$ cat src/rtl/apb_multi_slave_monitor_if.sv
// ---------------------------------------------------------------------------
// apb_multi_slave_monitor_if
// APB3/APB4 bridge-side bus bundle shared by a master, its slaves and any
// passive observers.
//   paddr    address                  psel     one select line per slave
//   penable  access phase             pwrite   1 = write
//   pwdata   write data               pstrb    write byte strobes
//   pready   slave ready              pslverr  slave error
// Modports: master (drives the request), slave (drives the response),
// monitor (observes everything and drives nothing).
// ---------------------------------------------------------------------------
interface apb_multi_slave_monitor_if #(
  parameter int ADDR_WIDTH = 32,
  parameter int DATA_WIDTH = 32,
  parameter int NUM_SEL    = 4
);
  localparam int STRB_W = DATA_WIDTH / 8;

  logic [ADDR_WIDTH-1:0] paddr;
  logic [NUM_SEL-1:0]    psel;
  logic                  penable;
  logic                  pwrite;
  logic [DATA_WIDTH-1:0] pwdata;
  logic [STRB_W-1:0]     pstrb;
  logic                  pready;
  logic                  pslverr;

  modport master  (output paddr, psel, penable, pwrite, pwdata, pstrb,
                   input  pready, pslverr);
  modport slave   (input  paddr, psel, penable, pwrite, pwdata, pstrb,
                   output pready, pslverr);
  modport monitor (input  paddr, psel, penable, pwrite, pwdata, pstrb,
                          pready, pslverr);
endinterface

$ cat src/rtl/apb_multi_slave_monitor.sv
// ---------------------------------------------------------------------------
// apb_multi_slave_monitor
// Passive APB3/APB4 protocol checker for a bus with NUM_SEL slave selects.
// Tracks the IDLE/SETUP/ACCESS transfer FSM, reports protocol violations as
// registered per-cycle pulses plus sticky bits, and keeps saturating
// transfer / error / wait-state statistics.
// Ports:
//   pclk, preset   clock, asynchronous active-high reset
//   apb            observed bus (monitor modport)
//   clr            synchronous clear of sticky bits, first_sel and counters
//   viol           per-cycle violation pulses (one cycle after the event)
//   viol_sticky    OR of viol since reset / clr
//   first_sel      psel index at first violation, all-ones = none / idle
//   wr_count, rd_count, err_count   completed writes, reads, slave errors
//   wait_max       largest wait-state count of any completed transfer
//   bus_state      tracked FSM: 00 IDLE, 01 SETUP, 10 ACCESS
// ---------------------------------------------------------------------------
module apb_multi_slave_monitor #(
  parameter int  ADDR_WIDTH  = 32,
  parameter int  DATA_WIDTH  = 32,
  parameter int  NUM_SEL     = 4,
  parameter int  TIMEOUT     = 100,
  parameter int  CNT_WIDTH   = 16,
  parameter int  CHECK_ALIGN = 1,
  localparam int STRB_W      = DATA_WIDTH / 8,
  localparam int SEL_W       = $clog2(NUM_SEL) + 1
) (
  input  logic                       pclk,
  input  logic                       preset,
  apb_multi_slave_monitor_if.monitor apb,
  input  logic                       clr,
  output logic [7:0]                 viol,
  output logic [7:0]                 viol_sticky,
  output logic [SEL_W-1:0]           first_sel,
  output logic [CNT_WIDTH-1:0]       wr_count,
  output logic [CNT_WIDTH-1:0]       rd_count,
  output logic [CNT_WIDTH-1:0]       err_count,
  output logic [CNT_WIDTH-1:0]       wait_max,
  output logic [1:0]                 bus_state
);

  typedef enum logic [1:0] {
    ST_IDLE   = 2'b00,
    ST_SETUP  = 2'b01,
    ST_ACCESS = 2'b10
  } state_t;

  localparam logic [CNT_WIDTH-1:0]  CNT_MAX    = '1;
  localparam logic [NUM_SEL-1:0]    SEL_ONE    = NUM_SEL'(1);
  localparam logic [ADDR_WIDTH-1:0] ALIGN_MASK = ADDR_WIDTH'(STRB_W - 1);

  // The FSM register follows the transfer one cycle behind the bus: it is
  // IDLE during a setup cycle, SETUP during the first access cycle and
  // ACCESS during every later access (wait) cycle. 'cur' is the phase of
  // the cycle currently on the bus.
  state_t st, st_n, cur;

  logic sel_any, completion;
  logic [7:0] viol_c;

  logic [ADDR_WIDTH-1:0] cap_addr;
  logic                  cap_write;
  logic [DATA_WIDTH-1:0] cap_wdata;
  logic [STRB_W-1:0]     cap_strb;
  logic [NUM_SEL-1:0]    cap_sel;
  logic [SEL_W-1:0]      cap_idx;
  logic [CNT_WIDTH-1:0]  wait_cnt;

  logic [7:0]           sticky_n;
  logic [SEL_W-1:0]     first_sel_n;
  logic [CNT_WIDTH-1:0] wr_n, rd_n, err_n, wmax_n;

  function automatic logic [CNT_WIDTH-1:0] sat_inc(input logic [CNT_WIDTH-1:0] v);
    return (v == CNT_MAX) ? v : v + 1'b1;
  endfunction

  assign sel_any   = |apb.psel;
  assign bus_state = st;

  // State register
  always_ff @(posedge pclk or posedge preset) begin
    // NOTE: sequential state uses non-blocking assignments so every register
    // samples the pre-edge values regardless of process ordering.
    if (preset) st <= ST_IDLE;
    else        st <= st_n;
  end

  // Phase of the current bus cycle
  always_comb begin
    // NOTE: every combinational output gets a default first so no path
    // leaves it unassigned and infers a latch.
    cur = st;
    if (st == ST_IDLE && sel_any && !apb.penable) cur = ST_SETUP;
    else if (st == ST_SETUP)                       cur = ST_ACCESS;
  end

  // Violation detection and completion
  always_comb begin
    viol_c     = '0;
    completion = (cur == ST_ACCESS) && sel_any && apb.penable && apb.pready;

    viol_c[0] = (apb.psel & (apb.psel - SEL_ONE)) != '0;
    viol_c[1] = (st == ST_IDLE) && apb.penable;
    viol_c[2] = (st == ST_SETUP) && !(apb.penable && apb.psel == cap_sel);
    viol_c[3] = (cur == ST_ACCESS) &&
                (apb.paddr != cap_addr || apb.pwrite != cap_write ||
                 apb.psel != cap_sel ||
                 (apb.pwrite && (apb.pwdata != cap_wdata || apb.pstrb != cap_strb)));
    // st == ACCESS means the previous cycle was a wait state
    viol_c[4] = (st == ST_ACCESS) && (!sel_any || !apb.penable);
    // Fires on the wait cycle that brings the counter to TIMEOUT, once only
    viol_c[5] = (cur == ST_ACCESS) && !apb.pready && wait_cnt != CNT_MAX &&
                (32'(wait_cnt) + 1 == TIMEOUT);
    viol_c[6] = apb.pslverr && !completion;
    viol_c[7] = (cur == ST_SETUP) &&
                ((CHECK_ALIGN != 0 && (apb.paddr & ALIGN_MASK) != '0) ||
                 (!apb.pwrite && apb.pstrb != '0));
  end

  // Next state: a broken handshake resynchronises on the current cycle,
  // treating it as a fresh setup if it looks like one.
  always_comb begin
    st_n = cur;
    if (viol_c[2] || viol_c[4])
      st_n = (sel_any && !apb.penable) ? ST_SETUP : ST_IDLE;
    else if (cur == ST_ACCESS && apb.pready)
      st_n = ST_IDLE;
  end

  // Index of the captured select line (all-ones when none captured)
  always_comb begin
    cap_idx = '1;
    for (int i = 0; i < NUM_SEL; i++)
      if (cap_sel[i]) cap_idx = SEL_W'(i);
  end

  // Next values of status and statistics: clr applies first, then this
  // cycle's events, so a violation or completion coinciding with clr is kept.
  always_comb begin
    sticky_n    = (clr ? 8'h00 : viol_sticky) | viol_c;
    first_sel_n = clr ? '1 : first_sel;
    if ((clr || viol_sticky == 8'h00) && viol_c != 8'h00)
      first_sel_n = (st == ST_IDLE) ? '1 : cap_idx;

    wr_n   = clr ? '0 : wr_count;
    rd_n   = clr ? '0 : rd_count;
    err_n  = clr ? '0 : err_count;
    wmax_n = clr ? '0 : wait_max;
    if (completion) begin
      if (apb.pwrite) wr_n = sat_inc(wr_n);
      else            rd_n = sat_inc(rd_n);
      if (apb.pslverr) err_n = sat_inc(err_n);
      if (wait_cnt > wmax_n) wmax_n = wait_cnt;
    end
  end

  // Capture, wait counter and registered outputs
  always_ff @(posedge pclk or posedge preset) begin
    if (preset) begin
      // NOTE: the capture registers are reset too, so the first access
      // compare after reset never sees X values.
      cap_addr    <= '0;
      cap_write   <= 1'b0;
      cap_wdata   <= '0;
      cap_strb    <= '0;
      cap_sel     <= '0;
      wait_cnt    <= '0;
      viol        <= '0;
      viol_sticky <= '0;
      first_sel   <= '1;
      wr_count    <= '0;
      rd_count    <= '0;
      err_count   <= '0;
      wait_max    <= '0;
    end else begin
      if (st_n == ST_SETUP) begin
        cap_addr  <= apb.paddr;
        cap_write <= apb.pwrite;
        cap_wdata <= apb.pwdata;
        cap_strb  <= apb.pstrb;
        cap_sel   <= apb.psel;
        wait_cnt  <= '0;
      end else if (cur == ST_ACCESS && !apb.pready) begin
        wait_cnt <= sat_inc(wait_cnt);
      end
      viol        <= viol_c;
      viol_sticky <= sticky_n;
      first_sel   <= first_sel_n;
      wr_count    <= wr_n;
      rd_count    <= rd_n;
      err_count   <= err_n;
      wait_max    <= wmax_n;
    end
  end

endmodule

$ cat src/flat_wrapper.sv
// flat-port wrapper written by rule: the top's interface ports become plain ports
module apb_multi_slave_monitor_flat 
#(
  parameter int  ADDR_WIDTH  = 32,
  parameter int  DATA_WIDTH  = 32,
  parameter int  NUM_SEL     = 4,
  parameter int  TIMEOUT     = 100,
  parameter int  CNT_WIDTH   = 16,
  parameter int  CHECK_ALIGN = 1,
  localparam int STRB_W      = DATA_WIDTH / 8,
  localparam int SEL_W       = $clog2(NUM_SEL) + 1
)
  (pclk, preset, clr, viol, viol_sticky, first_sel, wr_count, rd_count, err_count, wait_max, bus_state, apb_paddr, apb_psel, apb_penable, apb_pwrite, apb_pwdata, apb_pstrb, apb_pready, apb_pslverr);
  apb_multi_slave_monitor_if #(.ADDR_WIDTH(ADDR_WIDTH), .DATA_WIDTH(DATA_WIDTH), .NUM_SEL(NUM_SEL)) apb_i ();
  input  logic pclk;
  input  logic preset;
  input  logic clr;
  output logic [7:0] viol;
  output logic [7:0] viol_sticky;
  output logic [SEL_W-1:0] first_sel;
  output logic [CNT_WIDTH-1:0] wr_count;
  output logic [CNT_WIDTH-1:0] rd_count;
  output logic [CNT_WIDTH-1:0] err_count;
  output logic [CNT_WIDTH-1:0] wait_max;
  output logic [1:0] bus_state;
  input wire logic [$bits(apb_i.paddr)-1:0] apb_paddr;
  input wire logic [$bits(apb_i.psel)-1:0] apb_psel;
  input wire logic [$bits(apb_i.penable)-1:0] apb_penable;
  input wire logic [$bits(apb_i.pwrite)-1:0] apb_pwrite;
  input wire logic [$bits(apb_i.pwdata)-1:0] apb_pwdata;
  input wire logic [$bits(apb_i.pstrb)-1:0] apb_pstrb;
  input wire logic [$bits(apb_i.pready)-1:0] apb_pready;
  input wire logic [$bits(apb_i.pslverr)-1:0] apb_pslverr;
  assign apb_i.paddr = apb_paddr;
  assign apb_i.psel = apb_psel;
  assign apb_i.penable = apb_penable;
  assign apb_i.pwrite = apb_pwrite;
  assign apb_i.pwdata = apb_pwdata;
  assign apb_i.pstrb = apb_pstrb;
  assign apb_i.pready = apb_pready;
  assign apb_i.pslverr = apb_pslverr;
  apb_multi_slave_monitor #(.ADDR_WIDTH(ADDR_WIDTH), .DATA_WIDTH(DATA_WIDTH), .NUM_SEL(NUM_SEL), .TIMEOUT(TIMEOUT), .CNT_WIDTH(CNT_WIDTH), .CHECK_ALIGN(CHECK_ALIGN)) u_core (.pclk(pclk), .preset(preset), .apb(apb_i), .clr(clr), .viol(viol), .viol_sticky(viol_sticky), .first_sel(first_sel), .wr_count(wr_count), .rd_count(rd_count), .err_count(err_count), .wait_max(wait_max), .bus_state(bus_state));
endmodule
$ cat config.mk
export PLATFORM = sky130hd
export DESIGN_NAME = apb_multi_slave_monitor_flat
export DESIGN_NICKNAME = d
export VERILOG_FILES = /design/src/rtl/apb_multi_slave_monitor_if.sv /design/src/rtl/apb_multi_slave_monitor.sv /design/src/flat_wrapper.sv
export SDC_FILE = /design/constraint.sdc
export NUM_CORES = 1
export LEC_CHECK = 0
export ABC_AREA = 1
export CAP_MARGIN = 25
export CELL_PAD_IN_SITES_DETAIL_PLACEMENT = 1
export CELL_PAD_IN_SITES_GLOBAL_PLACEMENT = 2
export CORE_ASPECT_RATIO = 0.8
export CORE_MARGIN = 3
export CORE_UTILIZATION = 34
export DETAILED_ROUTE_END_ITERATION = 8
export PLACE_DENSITY = 0.84
export SYNTH_ARGS = -nofsm -noshare
export SYNTH_HDL_FRONTEND = slang
export SYNTH_SLANG_ARGS = --single-unit
$ cat constraint.sdc
create_clock -name pclk -period 14.5 [get_ports pclk]
set_input_delay 3.625 -clock pclk [delete_from_list [all_inputs] [get_ports pclk]]
set_output_delay 3.625 -clock pclk [all_outputs]
set_load 0.05 [all_outputs]
==> results of run 1 <==
## cell families (layout without fill, tap and decap cells)
family / after synthesis / in the layout / synth area share [%]
flip-flops: 174 / 174 / 45.27
AND/OR/NAND/NOR: 671 / 671 / 29.99
XOR/XNOR: 99 / 99 / 9.008
AO/OA/AOI/OAI: 110 / 110 / 6.070
buffers and inverters: 152 / 320 / 6.928
adder cells (fa/ha/maj): 21 / 21 / 2.730
## through the flow
stage | instances | power, mW | utilization, %
5_1_grt | 1759 | 2.127 | 44.21
4_1_cts | 1757 | 2.012 | 44.01
3_3_place_gp | 1725 | 1.492 | 41.89
6_report | 1759 | 1.978 | 44.21
3_5_place_dp | 1725 | 1.518 | 41.89
2_1_floorplan | 1227 | 1.294 | -
## per-layer routing
metal | GRT usage (%) | vias up | share of wire [%]
li1 | - | 4141 | -
met2 | 27.99 | 153 | 44
met1 | 27.34 | 4006 | 51
met4 | 4.101 | 6 | 0.92
met5 | 0 | - | 0.12
met3 | 4.046 | 28 | 4.1
## synth_stat cells, types with 5 or more instances
cell type  count
nand2_1      390
nor2_4         5
ha_1          21
nand2_2       11
o21ai_0       56
nor3_1        12
or2_2          7
clkbuf_1      10
nand3_1       54
nor2_1       144
xor2_1        44
buf_4          6
xnor2_1       55
nor3_2         5
inv_1        111
a21oi_1       36
buf_2         12
nand4_1       15
dfrtp_1      171
nor2_2        12
## worst register-to-register path, cell delays in order, from the launching register on
cell     delay [ns]
dfrtp_1        0.50
ha_1           0.35
inv_1          0.04
nor2_1         0.08
nor2_1         0.05
o21a_1         0.17
o21a_1         0.16
o21ai_0        0.16
nand2_1        0.07
nand2_1        0.06
nand2_1        0.58
nor2_1         0.34
a21oi_1        0.09
## final timing paths
kind / cells after the start / slack [ns] / from / end
max in group asynchronous: 5 / 9.75 / preset / u_core.cap_addr[11]
min in group asynchronous: 2 / 3.50 / preset / u_core.rd_count[4]
hold / removal: 2 / 0.50 / u_core.cap_addr[21] / u_core.cap_addr[21]
hold reg to reg: 2 / 0.50 / u_core.cap_addr[21] / u_core.cap_addr[21]
setup / recovery: 16 / 7.77 / clr / u_core.wait_max[13]
setup reg to reg: 12 / 11.67 / u_core.wait_cnt[1] / u_core.wait_max[13]
## registers in the layout, indices dropped and copies added, names as in the netlist
register / cells
u_core.viol: 8
u_core.err_count: 16
u_core.cap_wdata: 32
u_core.viol_sticky: 8
u_core.cap_sel: 4
u_core.wr_count: 16
u_core.cap_addr: 32
u_core.bus_state: 2
u_core.rd_count: 16
u_core.wait_max: 16
u_core.cap_strb: 4
u_core.wait_cnt: 16
u_core.cap_write: 1
u_core.first_sel: 3
## power by group
part / internal [mW] / switching [mW] / total [mW] / leakage, nW
Clock: 0.280 / 0.200 / 0.479 / 0.289
Combinational: 0.268 / 0.499 / 0.767 / 3.00
Sequential: 0.629 / 0.102 / 0.731 / 2.26
Total: 1.18 / 0.801 / 1.98 / 5.55
## final cells by class
class,instances,area (um2),share of cell area (%)
clock buffers,25,475.5,3.901
clock inverters,7,110.1,0.9034
inverters,119,464.2,3.809
multi-input cells,901,4608,37.81
flip-flops and latches,174,4358,35.76
well taps,364,455.4,3.737
repair buffers,169,1717,14.08
==> results.sh, run 1 <==
export IMPL_arrival_ns=7.01
export IMPL_cts_resized_gates=0
export IMPL_layout_min_cycle_time_ns=6.731
export IMPL_synth_warnings=0
export IMPL_relSlewSlack_pct=30.62
export IMPL_die_h_um=156.5
export IMPL_final_hold_viol_count=0
export IMPL_max_stage_delay_ns=0.58
export IMPL_synth_edf_count=0
export IMPL_wl_um=27900
export IMPL_worst_pin_slew_ns=1.038
export IMPL_crit_path_top_delay_cell="nand2_1"
export IMPL_hpwl_um=20340
export IMPL_first_pass_iters=5
export IMPL_nets=1482
export IMPL_cts_made_buffers=17
export IMPL_cts_clk_slew_worst_paths_ns=0.07
export IMPL_pre_cts_slack_ns=7.392
export IMPL_num_vias=8334
export IMPL_postCtsHoldBufs=0
export IMPL_cts_buffer_depth=2
export IMPL_rows=54
export IMPL_ios=164
export IMPL_wire_per_inst_um=15.86
export IMPL_cp_cell_sequence="clkdlybuf4s50_1 -> buf_4 -> inv_6 -> nand2_1 -> ha_1 -> inv_1 -> nor2_1 -> nor2_1 -> o21a_1 -> o21a_1 -> o21ai_0 -> nand2_1 -> nand2_1 -> nand2_1 -> nor2_1 -> a21oi_1"
export IMPL_synth_top_cell_by_area="dfrtp_1"
export IMPL_synth_cells=1227
export IMPL_viasPerCell=4.738
export IMPL_status="finished, final reports clean"
export IMPL_power_density_nw_per_um2=162.3
export IMPL_finalSetupViolations=0
export IMPL_start_util_pct=34.92
export IMPL_finalMaxSlewViolations=0
export IMPL_grt_usage_pct=18.52
export IMPL_drtAntennaViolNets=0
export IMPL_yosys_top_cells_area="dfrtp_1, nand2_1, nor2_1, xnor2_1, inv_1"
export IMPL_critPathKind="input port to flop"
export IMPL_cp_num_buf_inv=4
export IMPL_fmax_mhz=148.6
export IMPL_ys_async_sr_fraction_pct=100.0
export IMPL_cts_sinks=174
export IMPL_gr_total_overflow=0
export IMPL_placed_area_um2=11550
export IMPL_grt_pass1_vias=8431
export IMPL_synth_nets=1327
export IMPL_ys_types=44
export IMPL_place_gp_congestion=0.7829
export IMPL_cp_max_fo=49
export IMPL_fin_crit_sh_pct=46.42
export IMPL_critPathTopFamily="simple AND/OR/NAND/NOR gates"
export IMPL_grt_setup_unrepaired="false"
export IMPL_ys_flop_type="dfrtp_1"
export IMPL_antenna_found_initial=3
export IMPL_synth_top_area_share_pct=44.46
export IMPL_cts_setup_buffers=0
export IMPL_root_buffer="clkbuf_16"
export IMPL_drive_above_1_share_pct=6.738
export IMPL_netlist_area_um2=9625
export IMPL_worstPathRequired_ns=14.78
export IMPL_start_kind="input port"
export IMPL_clock_skew_ns=0.009511
export IMPL_layout_common_cells="nand2_1, dfrtp_1, clkdlybuf4s50_1"
export IMPL_tritoncts="built"
export IMPL_antennaDiodeCount=0
export IMPL_area_growth_pct=26.62
export IMPL_crit_path_end_kind="flop"
export IMPL_peakVddDrop_mv=0.08341
export IMPL_stdcell_area_um2=12190
export IMPL_cts_htree_levels=4
export IMPL_ys_seq_elements=174
export IMPL_die_area_um2=30380
export IMPL_core_um2=27570
export IMPL_port_buffer_count=163
export IMPL_cpMostUsedCell="nand2_1"
export IMPL_drc=0
export IMPL_hp_class="flop to flop"
export IMPL_grt_max_degree=106
export IMPL_drv_cap=0
export IMPL_die_x_um=194.1
export IMPL_power_leakage_nw=5.545
export IMPL_fillers=3364
export IMPL_fin_setup_tns_ns=0
export IMPL_setup_ws_ns=7.769
export IMPL_hold_ws_ns=0.4994
export IMPL_grt_pass1_wl_um=45130
export IMPL_layout_commonest_cell="nand2_1"
export IMPL_first_iter_violations=367
export IMPL_ys_seq_area_share_pct=45.27
export IMPL_syn_avg_cell_area_um2=7.845
export IMPL_insertion_delay_ns=0.45
(Power assumes the default switching activity.)
==> run 2, diff against run 1 <==
CORE_UTILIZATION = 28   (was 34)
PLACE_DENSITY = 0.74   (was 0.84)
clock period = 6.1 ns   (was 14.5 ns; I/O delays follow)
==> run 2 against run 1 <==
Net effect: routed wire length is 2.1% higher; clock skew is 0.0022 ns higher; first-iteration DRC count is 3.0% lower; cell count is 4.0% higher; die area is 21% higher; sequential power is 140% higher; worst setup slack worse by 5.9 ns; global-route usage is 2.5 points lower; critical path depth is 1 lower; count of clock-buffer cells in the layout is 1 lower; final area is 0.98% higher; critical path type unchanged; critical endpoint is now u_core.wait_max[4].
==> results.sh, run 2 (same netlist as run 1, synthesis figures left out) <==
export IMPL_p_total_mw=4.759
export IMPL_area_growth_pct=27.86
export IMPL_die_x_um=213.3
export IMPL_cts_clk_slew_worst_paths_ns=0.07
export IMPL_fin_setup_tns_ns=0
export IMPL_drtAntennaViolNets=0
export IMPL_core_um2=33780
export IMPL_die_h_um=171.8
export IMPL_cp_max_fo=49
export IMPL_antenna_found_initial=7
export IMPL_cts_htree_levels=4
export IMPL_drc=0
export IMPL_cts_resized_gates=0
export IMPL_reg_top3="u_core.cap_addr: 32 flops, u_core.cap_wdata: 32 flops"
export IMPL_stdcell_area_um2=12310
export IMPL_crit_path_end_kind="flop"
export IMPL_num_vias=8186
export IMPL_cpMostUsedCell="nand2_1"
export IMPL_met2_usage_pct=23.67
export IMPL_drive_above_1_share_pct=7.168
export IMPL_wl_um=28500
export IMPL_postCtsHoldBufs=0
export IMPL_ios=164
export IMPL_top_usage_layer="met2"
export IMPL_max_stage_delay_ns=0.54
export IMPL_grt_max_degree=137
export IMPL_worst_pin_slew_ns=0.9732
export IMPL_fillers=4023
export IMPL_grt_setup_unrepaired="false"
export IMPL_gr_total_overflow=0
export IMPL_fmax_mhz=236.1
export IMPL_grt_pass1_vias=8353
export IMPL_cp_num_buf_inv=3
export IMPL_cp_cell_sequence="clkdlybuf4s50_1 -> inv_6 -> nand2_1 -> ha_1 -> inv_1 -> nor2_1 -> nor2_1 -> o21a_1 -> o21a_1 -> o21ai_0 -> nand2_1 -> nand2_1 -> nand2_1 -> nor2_1 -> a21oi_1"
export IMPL_layout_common_cells="nand2_1, dfrtp_1, clkdlybuf4s50_1"
export IMPL_power_density_nw_per_um2=386.7
export IMPL_clock_skew_ns=0.01169
export IMPL_first_pass_iters=4
export IMPL_cts_buffer_depth=2
export IMPL_layout_min_cycle_time_ns=4.236
export IMPL_layout_commonest_cell="nand2_1"
export IMPL_grtUsageMet3_pct=4.303
export IMPL_relSlewSlack_pct=34.96
export IMPL_rows=60
export IMPL_place_gp_congestion=0.7779
export IMPL_hold_ws_ns=0.4995
export IMPL_cts_setup_buffers=0
export IMPL_pre_cts_slack_ns=1.398
export IMPL_cts_sinks=174
export IMPL_met1_usage_pct=23.12
export IMPL_power_leakage_nw=5.550
export IMPL_peakVddDrop_mv=0.3859
export IMPL_first_iter_violations=356
export IMPL_nets=1482
export IMPL_drv_cap=0
export IMPL_cts_made_buffers=17
export IMPL_crit_path_top_delay_cell="nand2_1"
export IMPL_arrival_ns=4.52
export IMPL_hpwl_um=21040
export IMPL_grt_pass1_wl_um=45460
export IMPL_finalMaxSlewViolations=0
export IMPL_critPathTopFamily="simple AND/OR/NAND/NOR gates"
export IMPL_port_buffer_count=163
export IMPL_hp_class="flop to flop"
export IMPL_placed_area_um2=11650
export IMPL_critPathKind="input port to flop"
export IMPL_final_hold_viol_count=0
export IMPL_tritoncts="built"
export IMPL_root_buffer="clkbuf_16"
export IMPL_die_area_um2=36650
export IMPL_start_util_pct=28.49
export IMPL_finalSetupViolations=0
export IMPL_start_kind="input port"
export IMPL_grt_usage_pct=15.97
export IMPL_fin_crit_sh_pct=69.44
export IMPL_worstPathRequired_ns=6.39
export IMPL_wire_per_inst_um=15.58
export IMPL_viasPerCell=4.473
export IMPL_insertion_delay_ns=0.45
export IMPL_setup_ws_ns=1.864
export IMPL_status="finished, final reports clean"
-- run 2: changes by cell type in the layout (fill, tap and decap cells not counted), moves of 2 or more --
cell,previous run,this run
clkbuf_1,6,0
clkbuf_8,2,7
clkinv_2,4,2
clkinvlp_4,0,4
-- run 2: layout make-up --
cell class	count	area, um2	area share, %
Multi-Input combinational cell	901	4608	37.44
Sequential cell	174	4358	35.41
Timing Repair Buffer	169	1709	13.89
Tap cell	434	543.0	4.412
Clock buffer	24	521.8	4.240
Inverter	119	462.9	3.762
Clock inverter	8	101.3	0.8235
Antenna cell	1	2.502	0.02033
-- run 2: report_power, final --
part           internal, mW  switching [mW]  leakage [nW]
Sequential             1.50           0.246          2.26
Combinational         0.657            1.19          2.99
Clock                 0.680           0.488         0.301
-- run 2: final timing paths --
path / from / to / slack, ns / cells after the start
worst min register to register: u_core.first_sel[2] / u_core.first_sel[2] / 0.50 / 2
worst min-delay path: u_core.first_sel[2] / u_core.first_sel[2] / 0.50 / 2
min in group asynchronous: preset / u_core.cap_addr[23] / 1.62 / 3
max in group asynchronous: preset / u_core.wr_count[5] / 3.83 / 3
worst max register to register: u_core.wait_cnt[1] / u_core.first_sel[2] / 3.32 / 15
worst max-delay path: clr / u_core.wait_max[4] / 1.86 / 15
-- run 2: worst register-to-register path, stage by stage, from the launching register on --
cell and delay, ns:
dfrtp_1 0.48, ha_1 0.25, nand2_1 0.15, nor2_4 0.07, nand2_1 0.11, nor2_1 0.06
nor2_1 0.49, buf_4 0.33, nand3_1 0.12, nor2_1 0.13, a21oi_1 0.10, nand2_2 0.11
nand2_2 0.09, nand2_2 0.10, nand2_1 0.08, nand2_1 0.06
-- run 2: stage by stage --
step | utilization (%) | instances
after floorplan | - | 1227
after global placement | 34.50 | 1796
after detailed placement | 34.50 | 1796
after CTS | 36.34 | 1828
after global routing | 36.43 | 1830
final | 36.43 | 1830
-- run 2: layer usage --
| layer | routed length, um | up-vias |
|---|---|---|
| met5 | 62 | - |
| met1 | 14510 | 3862 |
| met4 | 284 | 12 |
| met2 | 12130 | 136 |
| li1 | - | 4146 |
| met3 | 1522 | 30 |
==> run 3, diff against run 2 <==
clock period = 3.66 ns   (was 6.1 ns; I/O delays follow)
==> run 3 against run 2 <==
Net effect: combinational power grew 70%; die area unchanged; non-clock buffer count is 8 higher; routed wire length increased by 0.75%; sequential power grew 66%; register-to-register slack worse by 2.0 ns; utilization up 0.25 points; hold slack improved by 0.0019 ns; critical path depth shrank 2; critical endpoint is now u_core.wait_max[8].
==> results.sh, run 3 (same netlist as run 1, synthesis figures left out) <==
export IMPL_final_hold_viol_count=0
export IMPL_wl_um=28720
export IMPL_insertion_delay_ns=0.44
export IMPL_power_frac_comb_pct=39.2
export IMPL_cts_sinks=174
export IMPL_hold_ws_ns=0.5014
export IMPL_drtAntennaViolNets=0
export IMPL_swShare_pct=40.33
export IMPL_drc=0
export IMPL_power_leakage_nw=5.594
export IMPL_setup_ws_ns=0.6860
export IMPL_relSlewSlack_pct=39.27
export IMPL_layout_commonest_cell="nand2_1"
export IMPL_ios=164
export IMPL_hp_class="flop to flop"
export IMPL_fin_setup_tns_ns=0
export IMPL_hpwl_um=21400
export IMPL_num_vias=8201
export IMPL_hold_end="u_core.cap_wdata[11]"
export IMPL_hold_start="u_core.cap_wdata[11]"
export IMPL_clock_skew_ns=0.01271
export IMPL_dpl_cell_count=1805
export IMPL_power_density_nw_per_um2=647.7
export IMPL_arrival_ns=3.29
export IMPL_cts_htree_levels=4
export IMPL_cts_resized_gates=0
export IMPL_worst_pin_slew_ns=0.9109
export IMPL_grt_pass1_vias=8473
export IMPL_worstHoldPathCells=2
export IMPL_fin_crit_sh_pct=81.26
export IMPL_grt_setup_unrepaired="false"
export IMPL_crit_path_end_kind="flop"
export IMPL_layout_common_cells="nand2_1, dfrtp_1, clkdlybuf4s50_1"
export IMPL_fin_cells=1835
export IMPL_fmax_mhz=336.2
export IMPL_grt_max_degree=139
export IMPL_port_buffer_count=163
export IMPL_p_seq_share_pct=36.0
export IMPL_p_total_mw=8.025
export IMPL_fillers=4068
export IMPL_p_int_mw=4.788
export IMPL_rows=60
export IMPL_area_growth_pct=28.73
export IMPL_grt_usage_pct=16.04
export IMPL_antennaDiodeCount=0
export IMPL_stdcell_area_um2=12390
export IMPL_finalMaxSlewViolations=0
export IMPL_fin_util_pct=36.68
export IMPL_first_pass_iters=4
export IMPL_status="finished, final reports clean"
export IMPL_first_iter_violations=445
export IMPL_cp_max_fo=37
export IMPL_r2r_end="u_core.first_sel[0]"
export IMPL_finalSetupViolations=0
export IMPL_die_h_um=171.8
export IMPL_drive_above_1_share_pct=7.495
export IMPL_clkPwrFrac_pct=24.8
export IMPL_cp_startpoint="clr"
export IMPL_placed_area_um2=11770
export IMPL_worstPathRequired_ns=3.98
export IMPL_worstRegToRegCells=16
export IMPL_timing_rr_start="u_core.wait_cnt[1]"
export IMPL_gr_total_overflow=0
export IMPL_cts_clk_slew_worst_paths_ns=0.07
export IMPL_place_gp_congestion=0.7878
export IMPL_reg_top3="u_core.cap_addr: 32 flops, u_core.cap_wdata: 32 flops"
export IMPL_core_um2=33780
export IMPL_multi_input_area_um2=4608
export IMPL_p_switching_mw=3.237
export IMPL_cts_buffer_depth=2
export IMPL_antenna_found_initial=4
export IMPL_root_buffer="clkbuf_16"
export IMPL_grt_pass1_wl_um=46160
export IMPL_tritoncts="built"
export IMPL_ff_latch_area_um2=4358
export IMPL_nets=1490
export IMPL_r2r_slack_ns=1.34
export IMPL_pre_cts_slack_ns=0.2221
export IMPL_wire_per_inst_um=15.65
export IMPL_start_kind="input port"
export IMPL_die_area_um2=36650
export IMPL_start_util_pct=28.49
export IMPL_layout_min_cycle_time_ns=2.974
export IMPL_drv_cap=0
export IMPL_peakVddDrop_mv=0.4287
export IMPL_cts_setup_buffers=0
export IMPL_postCtsHoldBufs=0
export IMPL_viasPerCell=4.469
export IMPL_cts_made_buffers=17
export IMPL_die_x_um=213.3
export IMPL_critPathKind="input port to flop"
-- run 3: cell types whose count changed in the layout (fill, tap and decap cells not counted), moves of 2 or more --
| cell | previous run | this run |
|---|---|---|
| bufinv_16 | 2 | 4 |
| buf_12 | 1 | 5 |
| clkbuf_8 | 7 | 2 |
| buf_4 | 4 | 9 |
-- run 3: layout make-up --
type,instances,area share (%)
flip-flops and latches,174,35.17
clock inverters,10,1.313
clock buffers,20,3.686
repair buffers,177,14.52
well taps,434,4.383
inverters,119,3.736
multi-input cells,901,37.19
-- run 3: worst max path at each step --
stage,endpoint,depth (start not counted)
detailed placement,u_core.wait_max[8],13
floorplan,u_core.wait_max[10],20
global route,u_core.wr_count[11],15
global placement,u_core.wait_max[1],17
finish,u_core.wait_max[8],13
CTS,u_core.wait_max[8],13
-- run 3: metal layers --
| layer | wire, um | share of wire (%) | global-route usage (%) | vias up |
|---|---|---|---|---|
| li1 | - | - | - | 4155 |
| met1 | 14810 | 52 | 23.06 | 3888 |
| met2 | 12110 | 42 | 24.52 | 132 |
| met3 | 1596 | 5.6 | 4.230 | 18 |
| met4 | 157 | 0.55 | 2.958 | 8 |
| met5 | 40 | 0.14 | 0 | - |
-- run 3: power by group through the flow --
stage	registers, mW	logic [mW]	clock network, mW
after floorplan	3.27	1.86	0
after global placement	2.91	3.15	0
after detailed placement	2.92	3.22	0
after CTS	2.90	3.24	2.06
after global routing	2.97	3.57	2.15
final	2.89	3.14	1.99
-- run 3: worst max-delay path: stages --
cell,delay (ns)
clkdlybuf4s50_1,0.44
buf_12,0.18
inv_6,0.13
buf_12,0.22
nand2_1,0.11
ha_1,0.34
nand4_1,0.16
o221a_2,0.28
nand2_1,0.06
nand2_1,0.06
buf_4,0.21
nor2_1,0.12
a21oi_1,0.05
